<file path="config.mk">
export PLATFORM = sky130hd
export DESIGN_NAME = adder_seq_ctrl
export DESIGN_NICKNAME = d
export VERILOG_FILES = /design/src/rtl/adder_seq_ctrl.sv
export SDC_FILE = /design/constraint.sdc
export NUM_CORES = 1
export LEC_CHECK = 0
export ABC_AREA = 0
export CAP_MARGIN = 25
export CORE_AREA = 2 2 200 163
export CTS_CLUSTER_DIAMETER = 120
export CTS_CLUSTER_SIZE = 40
export DETAILED_ROUTE_END_ITERATION = 12
export DIE_AREA = 0 0 202 165
export HOLD_SLACK_MARGIN = 0.1
export SYNTH_ARGS = -nofsm -noshare
export SYNTH_HDL_FRONTEND = slang
export SYNTH_SLANG_ARGS = --single-unit
export TNS_END_PERCENT = 50
</file>
<file path="constraint.sdc">
create_clock -name clk -period 4 [get_ports clk]
set_input_delay 0.8 -clock clk [delete_from_list [all_inputs] [get_ports clk]]
set_output_delay 0.8 -clock clk [all_outputs]
set_load 0.01 [all_outputs]
</file>
<file path="src/rtl/adder_seq_ctrl.sv">
// ============================================================================
//  Module      : adder_seq_ctrl
//  Description : Wide adder built from one BITS-wide slice adder reused once
//                per slice, LSB slice first.  Optional subtract mode is
//                enabled by defining ADDSEQ_SUB_EN.
//  Revision    : 1.0  initial release
// ============================================================================
`default_nettype none

module adder_seq_ctrl #(
    parameter int BITS  = 16,
    parameter int WORDS = 4
) (
    input  logic                  clk,
    input  logic                  rst_n,
    input  logic                  start,
`ifdef ADDSEQ_SUB_EN
    input  logic                  sub,
`endif
    input  logic [BITS*WORDS-1:0] a,
    input  logic [BITS*WORDS-1:0] b,
    input  logic                  c_i,
    output logic                  busy,
    output logic                  done,
    output logic [BITS*WORDS-1:0] s,
    output logic                  c_o
);

    localparam int W    = BITS * WORDS;
    localparam int IDXW = (WORDS > 1) ? $clog2(WORDS) : 1;

    localparam logic [IDXW-1:0] c_LAST_IDX = IDXW'(WORDS - 1);

    localparam logic [1:0] c_ST_IDLE = 2'd0;
    localparam logic [1:0] c_ST_RUN  = 2'd1;
    localparam logic [1:0] c_ST_DONE = 2'd2;

    logic [1:0]      r_state;
    logic [1:0]      w_state_next;
    logic [IDXW-1:0] r_idx;
    logic [W-1:0]    r_a;
    logic [W-1:0]    r_b;
    logic            r_carry;
    logic [W-1:0]    r_work;
    logic [W-1:0]    r_s;
    logic            r_co;

    logic            w_accept;
    logic            w_last;
    logic [W-1:0]    w_b_load;
    logic            w_cin_load;
    logic [BITS:0]   w_sum;

    assign w_accept = (r_state == c_ST_IDLE) && start;
    assign w_last   = (r_state == c_ST_RUN) && (r_idx == c_LAST_IDX);

    // Subtraction is folded in at load time: A - B = A + ~B + 1.
`ifdef ADDSEQ_SUB_EN
    assign w_b_load   = sub ? ~b : b;
    assign w_cin_load = sub ? 1'b1 : c_i;
`else
    assign w_b_load   = b;
    assign w_cin_load = c_i;
`endif

    // The single slice adder; operands are shifted down so slice idx is always at the bottom.
    assign w_sum = {1'b0, r_a[BITS-1:0]} + {1'b0, r_b[BITS-1:0]} + {{BITS{1'b0}}, r_carry};

    // ------------------------------------------------------------------
    // FSM: state register
    // ------------------------------------------------------------------
    always_ff @(posedge clk or negedge rst_n) begin
        if (!rst_n) begin
            r_state <= c_ST_IDLE;
        end else begin
            r_state <= w_state_next;
        end
    end

    // ------------------------------------------------------------------
    // FSM: next-state logic
    // ------------------------------------------------------------------
    always_comb begin
        w_state_next = r_state;
        case (r_state)
            c_ST_IDLE: begin
                if (start) begin
                    w_state_next = c_ST_RUN;
                end
            end
            c_ST_RUN: begin
                if (r_idx == c_LAST_IDX) begin
                    w_state_next = c_ST_DONE;
                end
            end
            c_ST_DONE: begin
                w_state_next = c_ST_IDLE;
            end
            default: begin
                w_state_next = c_ST_IDLE;
            end
        endcase
    end

    // ------------------------------------------------------------------
    // FSM: outputs
    // ------------------------------------------------------------------
    always_comb begin
        busy = 1'b0;
        done = 1'b0;
        case (r_state)
            c_ST_RUN: begin
                busy = 1'b1;
            end
            c_ST_DONE: begin
                busy = 1'b1;
                done = 1'b1;
            end
            default: begin
                busy = 1'b0;
                done = 1'b0;
            end
        endcase
    end

    // ------------------------------------------------------------------
    // Datapath
    // ------------------------------------------------------------------
    always_ff @(posedge clk or negedge rst_n) begin
        if (!rst_n) begin
            r_idx   <= '0;
            r_a     <= '0;
            r_b     <= '0;
            r_carry <= 1'b0;
            r_work  <= '0;
        end else if (w_accept) begin
            r_idx   <= '0;
            r_a     <= a;
            r_b     <= w_b_load;
            r_carry <= w_cin_load;
        end else if (r_state == c_ST_RUN) begin
            r_idx   <= r_idx + IDXW'(1);
            r_a     <= r_a >> BITS;
            r_b     <= r_b >> BITS;
            r_carry <= w_sum[BITS];
            // Slices enter at the top; after WORDS steps slice 0 sits at the bottom.
            r_work  <= {w_sum[BITS-1:0], r_work[W-1:BITS]};
        end
    end

    // Result registers change only on the edge that completes the top slice.
    always_ff @(posedge clk or negedge rst_n) begin
        if (!rst_n) begin
            r_s  <= '0;
            r_co <= 1'b0;
        end else if (w_last) begin
            r_s  <= {w_sum[BITS-1:0], r_work[W-1:BITS]};
            r_co <= w_sum[BITS];
        end
    end

    assign s   = r_s;
    assign c_o = r_co;

endmodule

`default_nettype wire

</file>
==> flow_summary.toml <==
[status]
outcome = "finished clean"

[clocking]
hold_buffers = 0
cts.sinks = 246
tritoncts = "done"
clockRootBuffer = "clkbuf_16"
cts_buffers = 10
cts_max_level = 1
ctsResizeCount = 0
post_cts_buffers = 0
max-clock-path-buffers = 3
clk_pin_slew_ps = 140
insertion_delay_ps = 500

[synth]
netlist_area_sq_mm = 0.0108
synthMuxAreaShare = 0.199
synth_warnings = 0
synth_top_area_cell = "dfrtp_1"
synth_compound_area_frac = 0.0963
ys_seq_elements = 246
synth_fa_ha_area_frac = 0.0268
avgSynthCellArea_sq_um = 11.5
synth_nets = 1092
async_flop_share = 1.00
synthXorXnorAreaFrac = 0.00889
synth_edf_count = 0
synth_top_family_by_area = "multiplexers"
synth.area.top_cells = "dfrtp_1 57%, mux2_2 11%, mux2i_1 9.1%, o21ai_0 6.5%, nand2_1 6.2%"
synthCells = 938
ys.flop_type = "dfrtp_1"
yosys.area.top_type_share = 0.568
synth_cell_types = 44
synth_most_common_cell = "dfrtp_1"
yosysSeqAreaShare = 0.568
synthSimpleGateAreaFrac = 0.0747
yosys-top-cells-count = "246 x dfrtp_1, 178 x nand2_1, 140 x o21ai_0, 102 x mux2_2, 99 x mux2i_1"

[detailed_routing]
drt_first_pass_iters = 5
vias_per_cell = 4.85
vias = 7385
drc = 0
antenna_left = 0
wl_per_cell_um = 17.3
wl_um = 26300
dr.first_iter.drc_count = 541

[sta]
fin_worst_skew_ps = 21.8
final-setup-viol-count = 0
tns_ps = 0
slew_headroom = 0.360
tightest_slew_ps = 959
post-route-min-period_ps = 2790
final_max_slew_viol_count = 0
hold_viol_final = 0
timing.final.crit_share = 0.699
max_freq_mhz = 358
rsz0062_at_grt = "no"

[setup_path]
crit_type = "flop to flop"
cp-end-kind = "flop"
cpMostUsedCell = "fa_1"
worstPathCellList = "fa_1, fa_1, a21o_1, a221oi_2, o21bai_2, a211oi_2, xnor2_1, mux2_2"
path_buf_inv = 0
cp.required_ps = 4390
arrival_ps = 3180
worst_path_dominant_cell_family = "compound AO/OA/AOI/OAI gates"
r2r-start = "r_a[0]"
crit_start = "r_a[0]"
worstSetupStartpointType = "flop"
worstPathMaxFanout = 3
reg2reg_depth = 8
critPathMaxStageDelay_ps = 470
r2r_end = "r_work[62]"
rrSetupSlack_ps = 1210
slowest_stage = "fa_1"

[floorplanning]
ios = 199
die_width_um = 202
core_area_sq_mm = 0.0311
dieArea_sq_mm = 0.0333
start_util = 0.348
fp.dieH_um = 165
rows = 58

[cells_and_area]
final_nets = 1254
synthToLayoutAreaGrowth_pct = 25.3
stdcell_count = 1523
layout-drive-gt1-share = 0.125
fillerInstances = 2951
fin_util = 0.436

[global_route]
met3_usage = 0.0247
grt_antenna_before_repair = 2
grtUsageMet2 = 0.209
grt_util_all_layers = 0.156
grt_pass1_vias = 7024
grt_max_degree = 103
busiest_layer = "met1"
grt_pass1_wl_um = 41100
grtUsageMet1 = 0.255
grt.overflow.total = 0

[pwr]
total_power_uw = 11100
leakagePower_uw = 0.00589
pwr_density_cell_mw_per_mm2 = 817
peakVddDrop_mv = 0.308

[min_path]
hp-class = "primary input to async pin"

[placed_design]
port_buffers = 198
dpl.hpwl_um = 19000
routabilityCongestion = 0.864
place_inst = 1508

[job]
cap_violations = 0
==> worst reg2reg max path: cells and delay by family (launching register included) <==
kind	cells	cell delay (ps)
mux	1	270
xor+xnor	1	110
fa+ha+maj	2	890
compound gates	4	980
flops	1	430
==> kinds of logic after synthesis <==
| kind of cell | after synthesis |
|---|---|
| XOR/XNOR | 11 |
| AND/OR/NAND/NOR | 204 |
| multiplexers | 202 |
| adder cells (fa/ha/maj) | 22 |
| flip-flops | 246 |
| AO/OA/AOI/OAI | 187 |
| buffers and inverters | 66 |
==> state kept, by name (all words and copies together), names as in the netlist <==
register  count
r_state       2
r_carry       1
r_b          64
c_o           1
r_idx         2
r_work       48
r_a          64
s            64
==> area by class of cell <==
class,count,area (sq um),area share
inverters,8,30.0,0.00221
multi-input cells,626,4410,0.325
well taps,420,526,0.0387
diodes,1,2.50,0.000184
clock buffers,11,275,0.0203
repair buffers,208,2120,0.157
clock inverters,3,40.0,0.00295
flip-flops and latches,246,6160,0.454
==> per-layer routing <==
metal  share of wire  up-vias  routed length [um]
met2            0.39      194               10100
met3           0.049       27                1280
met5         0.00049        -                  13
li1                -     3569                   -
met4           0.025        2                 663
met1            0.54     3593               14200
==> cells in the final DEF, fill, tap and decap left out, drive strengths merged, types with 9 or more instances in the layout <==
master,Yosys,final
a21oi,14,14
buf,21,11
clkbuf,37,11
clkdlybuf4s50,0,197
dfrtp,246,246
ha,20,20
inv,8,10
mux2,103,103
mux2i,99,99
nand2,178,178
nor2,9,9
o21ai,141,141
==> how the worst max path moves through the flow <==
stage          slack, ps  cells past startpoint          to
5_1_grt             1070                      8  r_work[62]
3_3_place_gp        1310                      8       s[62]
3_5_place_dp        1240                      8  r_work[62]
6_report            1210                      8  r_work[62]
2_1_floorplan       1450                      8  r_work[62]
4_1_cts             1200                      8  r_work[62]
==> stage by stage <==
stage / hold WS [ps] / area, sq um / setup WS, ps
5_1_grt: 284 / 13600 / 1070
4_1_cts: 279 / 13600 / 1200
3_3_place_gp: 467 / 13200 / 1310
3_5_place_dp: 469 / 13200 / 1240
2_1_floorplan: 464 / 10800 / 1450
6_report: 263 / 13600 / 1210
==> report_power, final <==
group	switching (uW)	leakage, uW	internal (uW)
clock	803	0.000150	524
combinational	2560	0.00268	2640
sequential	849	0.00306	3710
total	4210	0.00589	6870
Power figures use the tool's default switching activity.
